==> config.mk <==
export PLATFORM = sky130hd
export DESIGN_NAME = dircc_node_mem_tx_dma_flat
export DESIGN_NICKNAME = d
export VERILOG_FILES = /design/src/rtl/dircc_node_mem_tx_dma_pkg.sv /design/src/rtl/dircc_node_mem_tx_dma_if.sv /design/src/rtl/dircc_node_mem_tx_dma_skid_buf2.sv /design/src/rtl/dircc_node_mem_tx_dma.sv /design/src/flat_wrapper.sv
export SDC_FILE = /design/constraint.sdc
export NUM_CORES = 1
export LEC_CHECK = 0
export BUFFER_PORTS_ARGS = -buffer_cell sky130_fd_sc_hd__buf_2
export CAP_MARGIN = 25
export CELL_PAD_IN_SITES_DETAIL_PLACEMENT = 0
export CELL_PAD_IN_SITES_GLOBAL_PLACEMENT = 2
export CORE_MARGIN = 2
export CORE_UTILIZATION = 36
export CTS_CLUSTER_SIZE = 10
export DETAILED_ROUTE_END_ITERATION = 10
export GPL_TIMING_DRIVEN = 0
export PLACE_DENSITY = 0.76
export SLEW_MARGIN = 20
export SYNTH_ARGS = -nofsm -noshare
export SYNTH_HDL_FRONTEND = slang
export SYNTH_SLANG_ARGS = --single-unit
export TNS_END_PERCENT = 20
==> constraint.sdc <==
create_clock -name clk -period 6.5 [get_ports clk]
set_clock_uncertainty 0.1 [all_clocks]
set_input_delay 0.65 -clock clk [delete_from_list [all_inputs] [get_ports clk]]
set_output_delay 0.65 -clock clk [all_outputs]
set_load 0.005 [all_outputs]
==> src/rtl/dircc_node_mem_tx_dma_pkg.sv <==
// dircc_tx_dma_pkg: CSR offsets, CTRL/STATUS bit positions and FSM state codes for the TX DMA
package dircc_tx_dma_pkg;
    localparam logic [1:0] CSR_SRC  = 2'd0;
    localparam logic [1:0] CSR_LEN  = 2'd1;
    localparam logic [1:0] CSR_DEST = 2'd2;
    localparam logic [1:0] CSR_CTRL = 2'd3;
    localparam int CTRL_GO     = 0;
    localparam int CTRL_DONE   = 1;
    localparam int CTRL_ERR    = 2;
    localparam int CTRL_IRQ_EN = 8;
    localparam logic [1:0] S_IDLE   = 2'd0;
    localparam logic [1:0] S_HDR    = 2'd1;
    localparam logic [1:0] S_STREAM = 2'd2;
    localparam logic [1:0] S_FIN    = 2'd3;
endpackage

==> src/rtl/dircc_node_mem_tx_dma_if.sv <==
// dircc_node_mem_tx_dma_if: CSR slave, memory port-2 master and flit stream bundle
// master = DMA side (drives csr_readdata, irq, mem_*, tx_* except tx_ready); slave = surroundings
interface dircc_node_mem_tx_dma_if #(
    parameter int ADDR_W = 14,
    parameter int DATA_W = 16
);
    logic [1:0]        csr_address;
    logic              csr_read;
    logic              csr_write;
    logic [31:0]       csr_writedata;
    logic [31:0]       csr_readdata;
    logic              irq;
    logic [ADDR_W-1:0] mem_address;
    logic              mem_chipselect;
    logic              mem_clken;
    logic              mem_write;
    logic [DATA_W-1:0] mem_readdata;
    logic [DATA_W-1:0] tx_data;
    logic              tx_valid;
    logic              tx_ready;
    logic              tx_sop;
    logic              tx_eop;
    modport master (
        input  csr_address, csr_read, csr_write, csr_writedata, mem_readdata, tx_ready,
        output csr_readdata, irq, mem_address, mem_chipselect, mem_clken, mem_write,
               tx_data, tx_valid, tx_sop, tx_eop
    );
    modport slave (
        output csr_address, csr_read, csr_write, csr_writedata, mem_readdata, tx_ready,
        input  csr_readdata, irq, mem_address, mem_chipselect, mem_clken, mem_write,
               tx_data, tx_valid, tx_sop, tx_eop
    );
endinterface

==> src/rtl/dircc_node_mem_tx_dma_skid_buf2.sv <==
// dircc_skid_buf2: 2-entry FIFO absorbing memory read latency
// ports: push_i/data_i write side, pop_i read side, head_o oldest entry, count_o occupancy (all registered)
module dircc_skid_buf2 #(
    parameter int DATA_W = 16
) (
    input  logic              clk,
    input  logic              reset_n,
    input  logic              push_i,
    input  logic              pop_i,
    input  logic [DATA_W-1:0] data_i,
    output logic [DATA_W-1:0] head_o,
    output logic [1:0]        count_o
);
    logic [DATA_W-1:0] e0_q, e1_q;
    logic [1:0]        cnt_q, slot;
    assign slot    = cnt_q - 2'(pop_i);
    assign head_o  = e0_q;
    assign count_o = cnt_q;
    always_ff @(posedge clk or negedge reset_n) begin
        if (!reset_n) begin
            e0_q  <= '0;
            e1_q  <= '0;
            cnt_q <= '0;
        end else begin
            e0_q  <= (push_i && slot == 2'd0) ? data_i : pop_i ? e1_q : e0_q;
            e1_q  <= (push_i && slot == 2'd1) ? data_i : e1_q;
            cnt_q <= slot + 2'(push_i);
        end
    end
endmodule

==> src/rtl/dircc_node_mem_tx_dma.sv <==
// dircc_node_mem_tx_dma: CSR-programmed DMA streaming a header flit plus LEN memory words to the NoC
// ports: clk, reset_n (async, active low), bus (master modport: CSR slave, memory port 2, tx flit stream)
module dircc_node_mem_tx_dma
    import dircc_tx_dma_pkg::*;
#(
    parameter int ADDR_W    = 14,
    parameter int DATA_W    = 16,
    parameter int MEM_WORDS = 15000,
    parameter int LEN_W     = 14
) (
    input logic                   clk,
    input logic                   reset_n,
    dircc_node_mem_tx_dma_if.master bus
);
    logic [1:0]        state_q, state_d, cnt;
    logic [ADDR_W-1:0] src_q, addr_q;
    logic [LEN_W-1:0]  len_q, iss_q, out_q;
    logic [15:0]       dest_q;
    logic [DATA_W-1:0] head;
    logic [31:0]       rdata_q, rdata_d;
    logic [2:0]        occ;
    logic done_q, done_d, err_q, err_d, en_q, en_d, irq_q, infl_q;
    logic busy, ctrl_wr, cfg_wr, go, hs, pop, issue, unused_wd;
    assign unused_wd = ^bus.csr_writedata;
    assign busy    = state_q != S_IDLE;
    assign ctrl_wr = bus.csr_write && bus.csr_address == CSR_CTRL;
    assign cfg_wr  = bus.csr_write && !busy;
    assign go      = ctrl_wr && bus.csr_writedata[CTRL_GO] && !busy;
    assign bus.tx_sop   = state_q == S_HDR;
    assign bus.tx_valid = bus.tx_sop || (state_q == S_STREAM && cnt != 2'd0);
    assign bus.tx_eop   = state_q == S_STREAM && cnt != 2'd0 && out_q == LEN_W'(1);
    assign bus.tx_data  = bus.tx_sop ? DATA_W'(dest_q) : bus.tx_valid ? head : '0;
    assign hs  = bus.tx_valid && bus.tx_ready;
    assign pop = state_q == S_STREAM && hs;
    // occupancy after this cycle's pop; keeps buffered + in-flight within the 2 entries
    assign occ   = 3'(cnt) + 3'(infl_q) - 3'(pop);
    assign issue = (state_q == S_HDR || state_q == S_STREAM) && iss_q != '0 && cnt != 2'd2 && occ < 3'd2;
    assign bus.mem_address    = addr_q;
    assign bus.mem_chipselect = issue;
    assign bus.mem_clken      = issue;
    assign bus.mem_write      = 1'b0;
    assign bus.csr_readdata   = rdata_q;
    assign bus.irq            = irq_q;
    always_comb begin
        state_d = state_q == S_IDLE   ? ((go && len_q != '0) ? S_HDR : S_IDLE) :
                  state_q == S_HDR    ? (hs ? S_STREAM : S_HDR) :
                  state_q == S_STREAM ? ((hs && bus.tx_eop) ? S_FIN : S_STREAM) : S_IDLE;
        done_d  = state_q == S_FIN || (done_q && !(ctrl_wr && bus.csr_writedata[CTRL_DONE]));
        err_d   = (go && len_q == '0) || (err_q && !(ctrl_wr && bus.csr_writedata[CTRL_ERR]));
        en_d    = ctrl_wr ? bus.csr_writedata[CTRL_IRQ_EN] : en_q;
        rdata_d = !bus.csr_read                ? '0 :
                  bus.csr_address == CSR_SRC  ? 32'(src_q) :
                  bus.csr_address == CSR_LEN  ? 32'(len_q) :
                  bus.csr_address == CSR_DEST ? 32'(dest_q) :
                  {23'd0, en_q, 5'd0, err_q, done_q, busy};
    end
    always_ff @(posedge clk or negedge reset_n) begin
        if (!reset_n) begin
            state_q <= S_IDLE;
            src_q   <= '0;
            len_q   <= '0;
            dest_q  <= '0;
            addr_q  <= '0;
            iss_q   <= '0;
            out_q   <= '0;
            done_q  <= 1'b0;
            err_q   <= 1'b0;
            en_q    <= 1'b0;
            irq_q   <= 1'b0;
            infl_q  <= 1'b0;
            rdata_q <= '0;
        end else begin
            state_q <= state_d;
            done_q  <= done_d;
            err_q   <= err_d;
            en_q    <= en_d;
            irq_q   <= done_d && en_d;
            infl_q  <= issue;
            rdata_q <= rdata_d;
            if (cfg_wr && bus.csr_address == CSR_SRC) src_q <= bus.csr_writedata[ADDR_W-1:0];
            if (cfg_wr && bus.csr_address == CSR_LEN) len_q <= bus.csr_writedata[LEN_W-1:0];
            if (cfg_wr && bus.csr_address == CSR_DEST) dest_q <= bus.csr_writedata[15:0];
            addr_q <= go ? src_q : issue ? (addr_q == ADDR_W'(MEM_WORDS - 1) ? '0 : addr_q + ADDR_W'(1)) : addr_q;
            iss_q  <= go ? len_q : iss_q - LEN_W'(issue);
            out_q  <= go ? len_q : out_q - LEN_W'(pop);
        end
    end
    dircc_skid_buf2 #(.DATA_W(DATA_W)) u_skid (
        .clk    (clk),
        .reset_n(reset_n),
        .push_i (infl_q),
        .pop_i  (pop),
        .data_i (bus.mem_readdata),
        .head_o (head),
        .count_o(cnt)
    );
endmodule
==> src/flat_wrapper.sv <==
// flat-port wrapper written by rule: the top's interface ports become plain ports
module dircc_node_mem_tx_dma_flat import dircc_tx_dma_pkg::*;
#(
    parameter int ADDR_W    = 14,
    parameter int DATA_W    = 16,
    parameter int MEM_WORDS = 15000,
    parameter int LEN_W     = 14
)
  (clk, reset_n, bus_csr_address, bus_csr_read, bus_csr_write, bus_csr_writedata, bus_mem_readdata, bus_tx_ready, bus_csr_readdata, bus_irq, bus_mem_address, bus_mem_chipselect, bus_mem_clken, bus_mem_write, bus_tx_data, bus_tx_valid, bus_tx_sop, bus_tx_eop);
  dircc_node_mem_tx_dma_if #(.ADDR_W(ADDR_W), .DATA_W(DATA_W)) bus_i ();
  input logic clk;
  input logic reset_n;
  input wire logic [$bits(bus_i.csr_address)-1:0] bus_csr_address;
  input wire logic [$bits(bus_i.csr_read)-1:0] bus_csr_read;
  input wire logic [$bits(bus_i.csr_write)-1:0] bus_csr_write;
  input wire logic [$bits(bus_i.csr_writedata)-1:0] bus_csr_writedata;
  input wire logic [$bits(bus_i.mem_readdata)-1:0] bus_mem_readdata;
  input wire logic [$bits(bus_i.tx_ready)-1:0] bus_tx_ready;
  output wire logic [$bits(bus_i.csr_readdata)-1:0] bus_csr_readdata;
  output wire logic [$bits(bus_i.irq)-1:0] bus_irq;
  output wire logic [$bits(bus_i.mem_address)-1:0] bus_mem_address;
  output wire logic [$bits(bus_i.mem_chipselect)-1:0] bus_mem_chipselect;
  output wire logic [$bits(bus_i.mem_clken)-1:0] bus_mem_clken;
  output wire logic [$bits(bus_i.mem_write)-1:0] bus_mem_write;
  output wire logic [$bits(bus_i.tx_data)-1:0] bus_tx_data;
  output wire logic [$bits(bus_i.tx_valid)-1:0] bus_tx_valid;
  output wire logic [$bits(bus_i.tx_sop)-1:0] bus_tx_sop;
  output wire logic [$bits(bus_i.tx_eop)-1:0] bus_tx_eop;
  assign bus_i.csr_address = bus_csr_address;
  assign bus_i.csr_read = bus_csr_read;
  assign bus_i.csr_write = bus_csr_write;
  assign bus_i.csr_writedata = bus_csr_writedata;
  assign bus_i.mem_readdata = bus_mem_readdata;
  assign bus_i.tx_ready = bus_tx_ready;
  assign bus_csr_readdata = bus_i.csr_readdata;
  assign bus_irq = bus_i.irq;
  assign bus_mem_address = bus_i.mem_address;
  assign bus_mem_chipselect = bus_i.mem_chipselect;
  assign bus_mem_clken = bus_i.mem_clken;
  assign bus_mem_write = bus_i.mem_write;
  assign bus_tx_data = bus_i.tx_data;
  assign bus_tx_valid = bus_i.tx_valid;
  assign bus_tx_sop = bus_i.tx_sop;
  assign bus_tx_eop = bus_i.tx_eop;
  dircc_node_mem_tx_dma #(.ADDR_W(ADDR_W), .DATA_W(DATA_W), .MEM_WORDS(MEM_WORDS), .LEN_W(LEN_W)) u_core (.clk(clk), .reset_n(reset_n), .bus(bus_i));
endmodule
==> results of run 1 <==
==> metal layers <==
metal	GRT usage [%]	up-vias	share of wire, %
met5	0	-	0.14
met4	6.514	4	1.4
met3	5.316	24	5.5
met2	29.62	130	47
met1	25.08	2545	46
li1	-	2467	-
==> stage by stage <==
stage | cells | cell area (sq um)
CTS | 996 | 8304
floorplan | 641 | 6954
global placement | 965 | 7697
finish | 997 | 8320
global route | 996 | 8318
detailed placement | 966 | 7735
==> registers in the layout, indices dropped and copies added, names as in the netlist, 14 cells and up <==
register,count
u_core.bus.csr_readdata,16
u_core.dest_q,16
u_core.u_skid.e1_q,16
u_core.u_skid.head_o,16
u_core.bus.mem_address,14
u_core.iss_q,14
u_core.len_q,14
u_core.out_q,14
u_core.src_q,14
==> cell usage in the layout (no fill, tap or decap), drive strengths merged, types with 8 or more instances in the layout <==
cell type and n:
inv 14, nand4 8, mux2i 11, nand2 58
nor4 11, a21oi 29, mux2 61, clkbuf 42
and2 15, a221o 8, conb 17, nor2 48
nand3 14, a22o 17, buf 114, nor3 9
ha 12, xnor2 17, o21ai 21, dfrtp 143
and3 9, a31oi 20, xor2 8
==> power by group <==
group / leakage, nW / internal, mW / switching, mW
Sequential: 1.74 / 1.12 / 0.218
Clock: 0.277 / 0.578 / 0.367
Combinational: 1.76 / 0.277 / 0.228
Total: 3.78 / 1.98 / 0.813
==> worst max path at each step <==
stage                                             to  slack (ps)                        start
final                     u_core.iss_q[10]$_DFF_PN0_         650  u_core.state_q[1]$_DFF_PN0_
after global routing      u_core.iss_q[10]$_DFF_PN0_         180  u_core.state_q[1]$_DFF_PN0_
after CTS                 u_core.iss_q[10]$_DFF_PN0_          70  u_core.state_q[1]$_DFF_PN0_
after detailed placement  u_core.iss_q[10]$_DFF_PN0_         110  u_core.state_q[1]$_DFF_PN0_
after global placement    u_core.iss_q[10]$_DFF_PN0_         180  u_core.state_q[1]$_DFF_PN0_
after floorplan           u_core.iss_q[10]$_DFF_PN0_        1730  u_core.state_q[0]$_DFF_PN0_
==> cells by family after synthesis <==
group                      after synthesis  share of synthesized area, %
other                                    1                       0.05439
buffers and inverters                   60                         4.374
and+or+nand+nor                        200                         14.56
muxes                                   76                         12.87
DFF                                    143                         51.91
AOI/OAI and AO/OA                      107                         10.60
xor gates and xnor gates                25                         3.176
adders and majority gates               13                         2.468
==> final cells by class <==
class	instances	area, sq um
Fill cell	1818	10450
Timing Repair Buffer	91	488.0
Multi-Input combinational cell	438	3088
Clock buffer	19	452.9
Inverter	14	52.55
Antenna cell	1	2.502
Clock inverter	11	116.4
Buffer	46	249.0
Sequential cell	143	3578
Tap cell	234	292.8
==> flow_summary.toml, run 1 <==
[sta]
rsz0062_at_grt = "false"
setup_ws_ps = 648.0
tightestPinTransition_ps = 712.1
max-slew-margin-rel_pct = 52.16
timing.final.crit_share_pct = 90.03
min_period_ps = 5852
whs_ps = 30.51
max_freq_mhz = 170.9
fin_tns_setup_ps = 0
hold_violations = 0
slew_viol_final = 0
setup_viol = 0

[critical_path]
start_kind = "flip-flop"
crit_family = "adder cells"
arrival_ps = 6030
critPathMostFrequentCell = "ha_1"
reg2reg_slack_ps = 650
crit_type = "flip-flop to flip-flop"
max_stage_delay_ps = 450
cp_max_fo = 12
reg2reg_to = "u_core.iss_q[10]$_DFF_PN0_"
cp_slowest_cell = "o311ai_4"
path_buf_inv = 5
rr_startpoint = "u_core.state_q[1]$_DFF_PN0_"
required_ps = 6680
path_cells = "inv_1 > ha_1 > o311ai_4 > clkinv_1 > clkbuf_1 > ha_1 > nand2b_1 > fa_1 > or2_2 > a21oi_2 > nand2_1 > clkbuf_1 > inv_1 > ha_1 > ha_1 > nand3_1 > or3_1 > xor2_1 > a21oi_1"
cp-end-kind = "flip-flop"
r2r_cells = 19
cp.depth = 19

[logic_synthesis]
synth_top_area_share_pct = 51.91
synth_edf_count = 0
seq_area_frac_synth_pct = 51.91
async_reset_ff_share_pct = 100.0
synth_area_leaders = "dfrtp_1 52%, mux2_2 10%, nand2_1 3.2%, nor2_1 2.6%, ha_1 2.2%"
synth_cell_type_count = 53
ys_ff_latch = 143
yosys-top-cells-count = "143 x dfrtp_1, 61 x mux2_2, 58 x nand2_1"
syn_area_sq_um = 6894
postSynthCellCount = 625
synth_most_common_cell = "dfrtp_1"
synth_top_cell_by_area = "dfrtp_1"
avgSynthCellArea_sq_um = 11.03
ys_warn_count = 0
synth_ff_type = "dfrtp_1"

[routing]
routed_via_density = 5.186
ant_nets = 0
vias = 5170
routed_wl_microns = 18130
drc_errors = 0
wl_per_cell_microns = 18.18
drt_iter0_drc = 221
firstDrtPassIters = 4

[die]
io_pins = 124
fp.dieArea_sq_um = 20270
die_w_microns = 142.4
initial_utilization_pct = 36.73
core_sq_um = 18770
row_count = 50
fp.dieH_microns = 142.4

[global_route]
antenna_found_initial = 3
grt_usage_pct = 18.84
grt_pass1_vias = 5467
grt_pass1_wl_microns = 29170
grt_overflow = 0
grt_max_degree = 96

[placement]
io_buffers = 90
pre_cts_ws_ps = 114.7
dp_hpwl_microns = 13740
gp_congestion = 0.8089

[power_and_ir_drop]
powerDensity_nw_per_um2 = 335.3
leakage_nw = 3.775
total_power_mw = 2.789
max-vdd-ir-drop_uv = 181.4

[finish]
num-nets-final = 819
final_core_util_pct = 44.33
drive_gt1_share_pct = 28.74
areaGrowthSynthToFinish_pct = 20.69

[clocking]
max-clock-path-buffers = 2
clkLatencyLatePin_ps = 420
cts_buffers = 17
post-cts-setup-buffers = 0
cts_sinks = 143
clkTransAtPathRegs_ps = 60
postCtsResizedCells = 0
htree_levels = 4
cts_root_buffer = "clkbuf_16"
hold_buffers = 0
cts_tree = "built"

[status]
status = "finished, final reports clean"

[run]
drv_cap = 0

[hold_path]
worst_hold_path_type = "primary input to async pin"
Power figures use the tool's default switching activity.
==> run 2, diff against run 1 <==
- ABC_AREA: unset -> 1
- CORE_UTILIZATION: 36 -> 33
- CTS_CLUSTER_SIZE: 10 -> unset
- PLACE_DENSITY: 0.76 -> 0.77
==> run 2 against run 1 <==
  * Synthesized area grew 7.5%
  * First-iteration DRC count up 39%
  * Maximum frequency rose by 29%
  * Sequential power is 3% lower
  * Non-clock buffer count stayed put
  * Critical path depth up 1
  * Via count grew 24%
  * Critical endpoint is now u_core.iss_q[12]$_DFF_PN0_
==> flow_summary.toml, run 2 <==
[power_and_ir_drop]
power_frac_comb_pct = 22.4
p_clk_share_pct = 34.2
powerDensity_nw_per_um2 = 336.3
seq_power_share_pct = 43.3
leakage_nw = 4.672
power_switching_mw = 0.9984
max-vdd-ir-drop_uv = 149.2
p_int_mw = 2.000
swShare_pct = 33.30

[clocking]
cts_sinks = 143
cts_root_buffer = "clkbuf_16"
clkLatencyLatePin_ps = 430
hold_buffers = 0
max-clock-path-buffers = 2
cts_tree = "built"
post-cts-setup-buffers = 0
clkTransAtPathRegs_ps = 60
htree_levels = 4
cts_buffers = 17
postCtsResizedCells = 0

[routing]
routed_via_density = 4.708
drt_iter0_drc = 307
drc_errors = 0
firstDrtPassIters = 4
ant_nets = 0
routed_wl_microns = 22490
wl_per_cell_microns = 16.56
vias = 6393

[logic_synthesis]
synth_ff_type = "dfrtp_1"
yosys-top-cells-count = "250 x nand2_1, 143 x dfrtp_1, 127 x inv_1"
postSynthCellCount = 940
avgSynthCellArea_sq_um = 7.883
synth_area_leaders = "dfrtp_1 48%, nand2_1 13%, o21ai_0 8.2%, inv_1 6.4%, nor2_1 4.0%"
synth_top_cell_by_area = "dfrtp_1"
synth_top_area_share_pct = 48.29
async_reset_ff_share_pct = 100.0
seq_area_frac_synth_pct = 48.29
synth_cell_type_count = 40
synth_most_common_cell = "nand2_1"
syn_area_sq_um = 7410
ys_warn_count = 0
ys_ff_latch = 143
synth_edf_count = 0

[sta]
slew_viol_final = 0
tightestPinTransition_ps = 702.1
max_freq_mhz = 220.0
timing.final.crit_share_pct = 69.94
setup_viol = 0
fin_tns_setup_ps = 0
hold_violations = 0
whs_ps = 140.1
max-slew-margin-rel_pct = 53.19
rsz0062_at_grt = "false"
min_period_ps = 4546

[die]
row_count = 54
fp.dieArea_sq_um = 23670
initial_utilization_pct = 33.74
io_pins = 124
core_sq_um = 21960
die_w_microns = 153.8
fp.dieH_microns = 153.8

[placement]
gp_congestion = 0.8646
io_buffers = 90
dp_hpwl_microns = 16990

[global_route]
grt_pass1_vias = 6295
grt_overflow = 0
antenna_found_initial = 0
grt_max_degree = 85
grt_usage_pct = 19.78
grt_pass1_wl_microns = 35780

[finish]
antenna_cells = 0
layout_commonest_cell = "nand2_1"
num-nets-final = 1134
final_core_util_pct = 40.60
areaGrowthSynthToFinish_pct = 20.33
final_cell_mix = "250 x nand2_1, 143 x dfrtp_1, 127 x inv_1"
drive_gt1_share_pct = 16.98
fillers = 2324

[critical_path]
cp_max_fo = 8
start_kind = "flip-flop"
max_stage_delay_ps = 490
crit_type = "flip-flop to flip-flop"
cp_slowest_cell = "fa_1"
path_buf_inv = 4
path_cells = "inv_1 > ha_1 > inv_1 > nand2_2 > nand3_2 > inv_1 > ha_1 > or2_2 > fa_1 > nand2_1 > a21oi_1 > nand2_1 > inv_1 > ha_1 > ha_1 > nand3_1 > nor2_1 > nand2_1 > o21ai_0 > o21ai_0"
arrival_ps = 4730
crit_family = "adder cells"
cp-end-kind = "flip-flop"
required_ps = 6690
r2r_cells = 20
cp.depth = 20

[status]
status = "finished, final reports clean"

[hold_path]
worst_hold_path_type = "primary input to async pin"

[run]
drv_cap = 0
-- run 2: changes by cell type in the layout (fill, tap and decap cells not counted), moves of 12 or more --
cell | previous run | this run
nor2_1 | 48 | 78
clkbuf_1 | 23 | 10
o21ai_0 | 19 | 121
mux2_2 | 61 | 4
a31oi_1 | 20 | 0
o22ai_1 | 1 | 17
nand3_1 | 14 | 36
o21ai_1 | 0 | 14
a22o_1 | 17 | 0
xnor2_1 | 17 | 5
nand2_1 | 58 | 250
inv_1 | 13 | 127
and2_1 | 15 | 1
-- run 2: per-layer routing --
metal	wire length [microns]	track usage, %	vias up
met2	10190	30.85	117
met5	0	0	-
met1	11200	28.20	3052
li1	-	-	3209
met4	261	4.628	0
met3	837	4.284	15
-- run 2: final cells by class --
| cell class | instances | area, sq um | share of cell area, % |
|---|---|---|---|
| timing repair buffer | 91 | 488.0 | 5.473 |
| inverter | 132 | 495.5 | 5.557 |
| tap | 280 | 350.3 | 3.929 |
| multi-input combinational | 635 | 3089 | 34.65 |
| clock buffer | 17 | 425.4 | 4.771 |
| sequential | 143 | 3578 | 40.13 |
| clock inverter | 14 | 182.7 | 2.049 |
| buffer | 46 | 306.5 | 3.438 |
-- run 2: per-stage QoR --
step                      power, mW  cell area [sq um]  setup slack (ps)  std cells
after floorplan               1.738               7470              2716        956
after global placement        1.983               8270              1925       1326
after detailed placement      1.994               8308              1892       1327
after CTS                     3.034               8916              1872       1358
after global routing          3.213               8916              1523       1358
final                         2.998               8916              1954       1358
-- run 2: final timing paths --
check	startpoint	end	slack, ps
min in group clk	bus_mem_readdata[13]	u_core.u_skid.e1_q[13]$_DFFE_PN0P_	370
setup / recovery	u_core.state_q[1]$_DFF_PN0_	u_core.iss_q[12]$_DFF_PN0_	1950
hold reg to reg	u_core.len_q[11]$_DFFE_PN0P_	u_core.len_q[11]$_DFFE_PN0P_	380
hold / removal	reset_n	u_core.infl_q$_DFF_PN0_	140
max in group asynchronous	reset_n	u_core.bus.mem_address[10]$_DFFE_PN0P_	5420
setup reg to reg	u_core.state_q[1]$_DFF_PN0_	u_core.iss_q[12]$_DFF_PN0_	1950
-- run 2: worst register-to-register path, delay by kind of cell, from the launching register on --
| family | cells | cell delay, ps |
|---|---|---|
| adder cells (fa/ha/maj) | 5 | 1460 |
| AND/OR/NAND/NOR | 8 | 1410 |
| flip-flops | 1 | 390 |
| AO/OA/AOI/OAI | 3 | 470 |
| buffers and inverters | 4 | 580 |
-- run 2: cells by family (layout without fill, tap and decap cells) --
logic type                 after synthesis  in the layout  share of synthesized area [%]
and+or+nand+nor                        404            404                          22.91
AOI/OAI and AO/OA                      179            179                          12.78
buffers and inverters                  178            300                          10.82
DFF                                    143            143                          48.29
xor gates and xnor gates                18             18                          2.229
adders and majority gates               13             13                          2.296
muxes                                    4              4                         0.6079
other                                    1             17                        0.05061
-- run 2: power groups by stage --
stage / registers (mW) / logic (mW) / clock network, mW
floorplan: 1.27 / 0.471 / 0
global placement: 1.31 / 0.670 / 0
detailed placement: 1.31 / 0.682 / 0
CTS: 1.30 / 0.685 / 1.05
global route: 1.33 / 0.792 / 1.09
finish: 1.30 / 0.672 / 1.03
==> run 3, diff against run 2 <==
- clock period: 6.5 -> 4.7 ns (I/O delays scaled with it)
==> run 3 against run 2 <==
  * Worst setup slack got worse by 1500 ps
  * Hold slack better by 47 ps
  * Combinational power up 39%
==> flow_summary.toml, run 3 (same netlist as run 2, synthesis figures left out) <==
[die]
core_sq_um = 21960
die_w_microns = 153.8
fp.dieH_microns = 153.8
initial_utilization_pct = 33.74
fp.dieArea_sq_um = 23670
row_count = 54
io_pins = 124

[finish]
antenna_cells = 0
final_cell_mix = "250 x nand2_1, 143 x dfrtp_1, 125 x inv_1"
areaGrowthSynthToFinish_pct = 20.60
fin_area_sq_um = 8936
register_area_sq_um = 3578
multi_input_area_sq_um = 3099
drive_gt1_share_pct = 17.42
fillers = 2321
num-nets-final = 1135
layout_commonest_cell = "nand2_1"

[clocking]
htree_levels = 4
clkLatencyLatePin_ps = 430
cts_sinks = 143
cts_root_buffer = "clkbuf_16"
cts_tree = "built"
clkTransAtPathRegs_ps = 60
post-cts-setup-buffers = 0
cts_buffers = 17
max-clock-path-buffers = 2

[hold_path]
min_from = "bus_mem_readdata[13]"
worst_hold_path_type = "primary input to flip-flop"

[power_and_ir_drop]
power_switching_mw = 1.386
power_frac_comb_pct = 22.5
p_clk_share_pct = 34.2
swShare_pct = 33.37
total_power_mw = 4.152
seq_power_share_pct = 43.3
p_int_mw = 2.767
powerDensity_nw_per_um2 = 464.7
leakage_nw = 4.670
max-vdd-ir-drop_uv = 207.7

[routing]
vias = 6394
routed_via_density = 4.705
firstDrtPassIters = 5
ant_nets = 0
routed_wl_microns = 22520
wl_per_cell_microns = 16.57
drt_iter0_drc = 316
drc_errors = 0

[sta]
max_freq_mhz = 233.8
min_period_ps = 4277
timing.final.crit_share_pct = 91.01
tightestPinTransition_ps = 696.9
max-slew-margin-rel_pct = 53.54
hold_violations = 0
setup_viol = 0
fin_tns_setup_ps = 0
rsz0062_at_grt = "false"
slew_viol_final = 0

[placement]
gp_congestion = 0.8646
dp_hpwl_microns = 16990
io_buffers = 90
place_area_sq_um = 8308

[global_route]
grt_pass1_wl_microns = 35780
grt_max_degree = 85
grt_overflow = 0
antenna_found_initial = 0
grt_pass1_vias = 6295
grt_usage_pct = 19.78

[critical_path]
cp-endpoint = "u_core.iss_q[12]$_DFF_PN0_"
start_kind = "flip-flop"
required_ps = 4890
arrival_ps = 4470
reg2reg_slack_ps = 420
cp-end-kind = "flip-flop"
cp_max_fo = 6
rr_startpoint = "u_core.state_q[0]$_DFF_PN0_"
cp-startpoint = "u_core.state_q[0]$_DFF_PN0_"
r2r_cells = 20
reg2reg_to = "u_core.iss_q[12]$_DFF_PN0_"
crit_type = "flip-flop to flip-flop"

[status]
status = "finished, final reports clean"

[run]
drv_cap = 0
[run 3: cell types whose count changed in the layout (fill, tap and decap cells not counted)]
cell	delta
inv_1	-2
nand3_1	-1
nor2_1	-1
nor2_2	+1
inv_2	+2
ha_1	-1
ha_2	+1
nand3_2	+1
dlygate4sd3_1	+1
[run 3: how the worst min path moves through the flow]
stage / endpoint / slack, ps / depth (start not counted)
floorplan: u_core.bus.csr_readdata[0]$_DFF_PN0_ / 70 / 0
global placement: u_core.dest_q[3]$_DFFE_PN0P_ / 370 / 2
detailed placement: u_core.src_q[13]$_DFFE_PN0P_ / 370 / 2
CTS: u_core.u_skid.e1_q[7]$_DFFE_PN0P_ / 180 / 2
global route: u_core.u_skid.e1_q[13]$_DFFE_PN0P_ / 180 / 2
finish: u_core.u_skid.e1_q[13]$_DFFE_PN0P_ / 190 / 2
[run 3: through the flow]
stage                     std cells  setup slack (ps)  hold WS (ps)  util, %
after floorplan                 956             916.4         74.41        -
after global placement         1326             124.9         365.5    37.66
after detailed placement       1327             91.63         372.7    37.83
after CTS                      1359             71.51         178.3    40.65
after global routing           1359             58.67         180.9    40.70
final                          1359             422.7         186.7    40.70
[run 3: layer usage]
layer / up-vias / track usage, % / part of all wire (%)
met1: 3049 / 28.20 / 50
li1: 3215 / - / -
met3: 20 / 4.284 / 3.3
met4: 0 / 4.628 / 1.3
met2: 110 / 30.85 / 45
met5: - / 0 / 0
[run 3: timing repair]
| action | in CTS | in global routing |
|---|---|---|
| resized for setup | 0 | 5 |
| endpoints found under the setup margin | 0 | 6 |
| hold buffers | 1 | 0 |
| hold endpoints to repair | 66 | 0 |
[run 3: critical path, stage by stage (launching register included)]
cell     delay, ps
dfrtp_1        400
inv_1           90
ha_1           240
o21ai_2        130
nand2_2        150
nand3_2        190
inv_2          150
ha_1           230
or2_2          300
fa_1           490
nand2_1         50
a21oi_1        180
nand2_1        190
inv_2          140
ha_1           190
ha_1           220
nand3_2        140
nor2_2         180
nand2_1        100
o21ai_0        170
o21ai_0        100
[run 3: area by class of cell]
class / count / share of cell area [%]
flip-flops and latches: 143 / 40.04
inverters: 132 / 5.545
plain buffers: 46 / 3.430
repair buffers: 92 / 5.573
clock inverters: 14 / 2.044
clock buffers: 17 / 4.761
well taps: 280 / 3.920
multi-input cells: 635 / 34.68
[run 3: power by group through the flow]
stage	clock, mW	combinational (mW)	sequential (mW)
CTS	1.45	0.948	1.80
detailed placement	0	0.943	1.81
global route	1.50	1.10	1.85
floorplan	0	0.652	1.75
global placement	0	0.926	1.82
finish	1.42	0.933	1.80
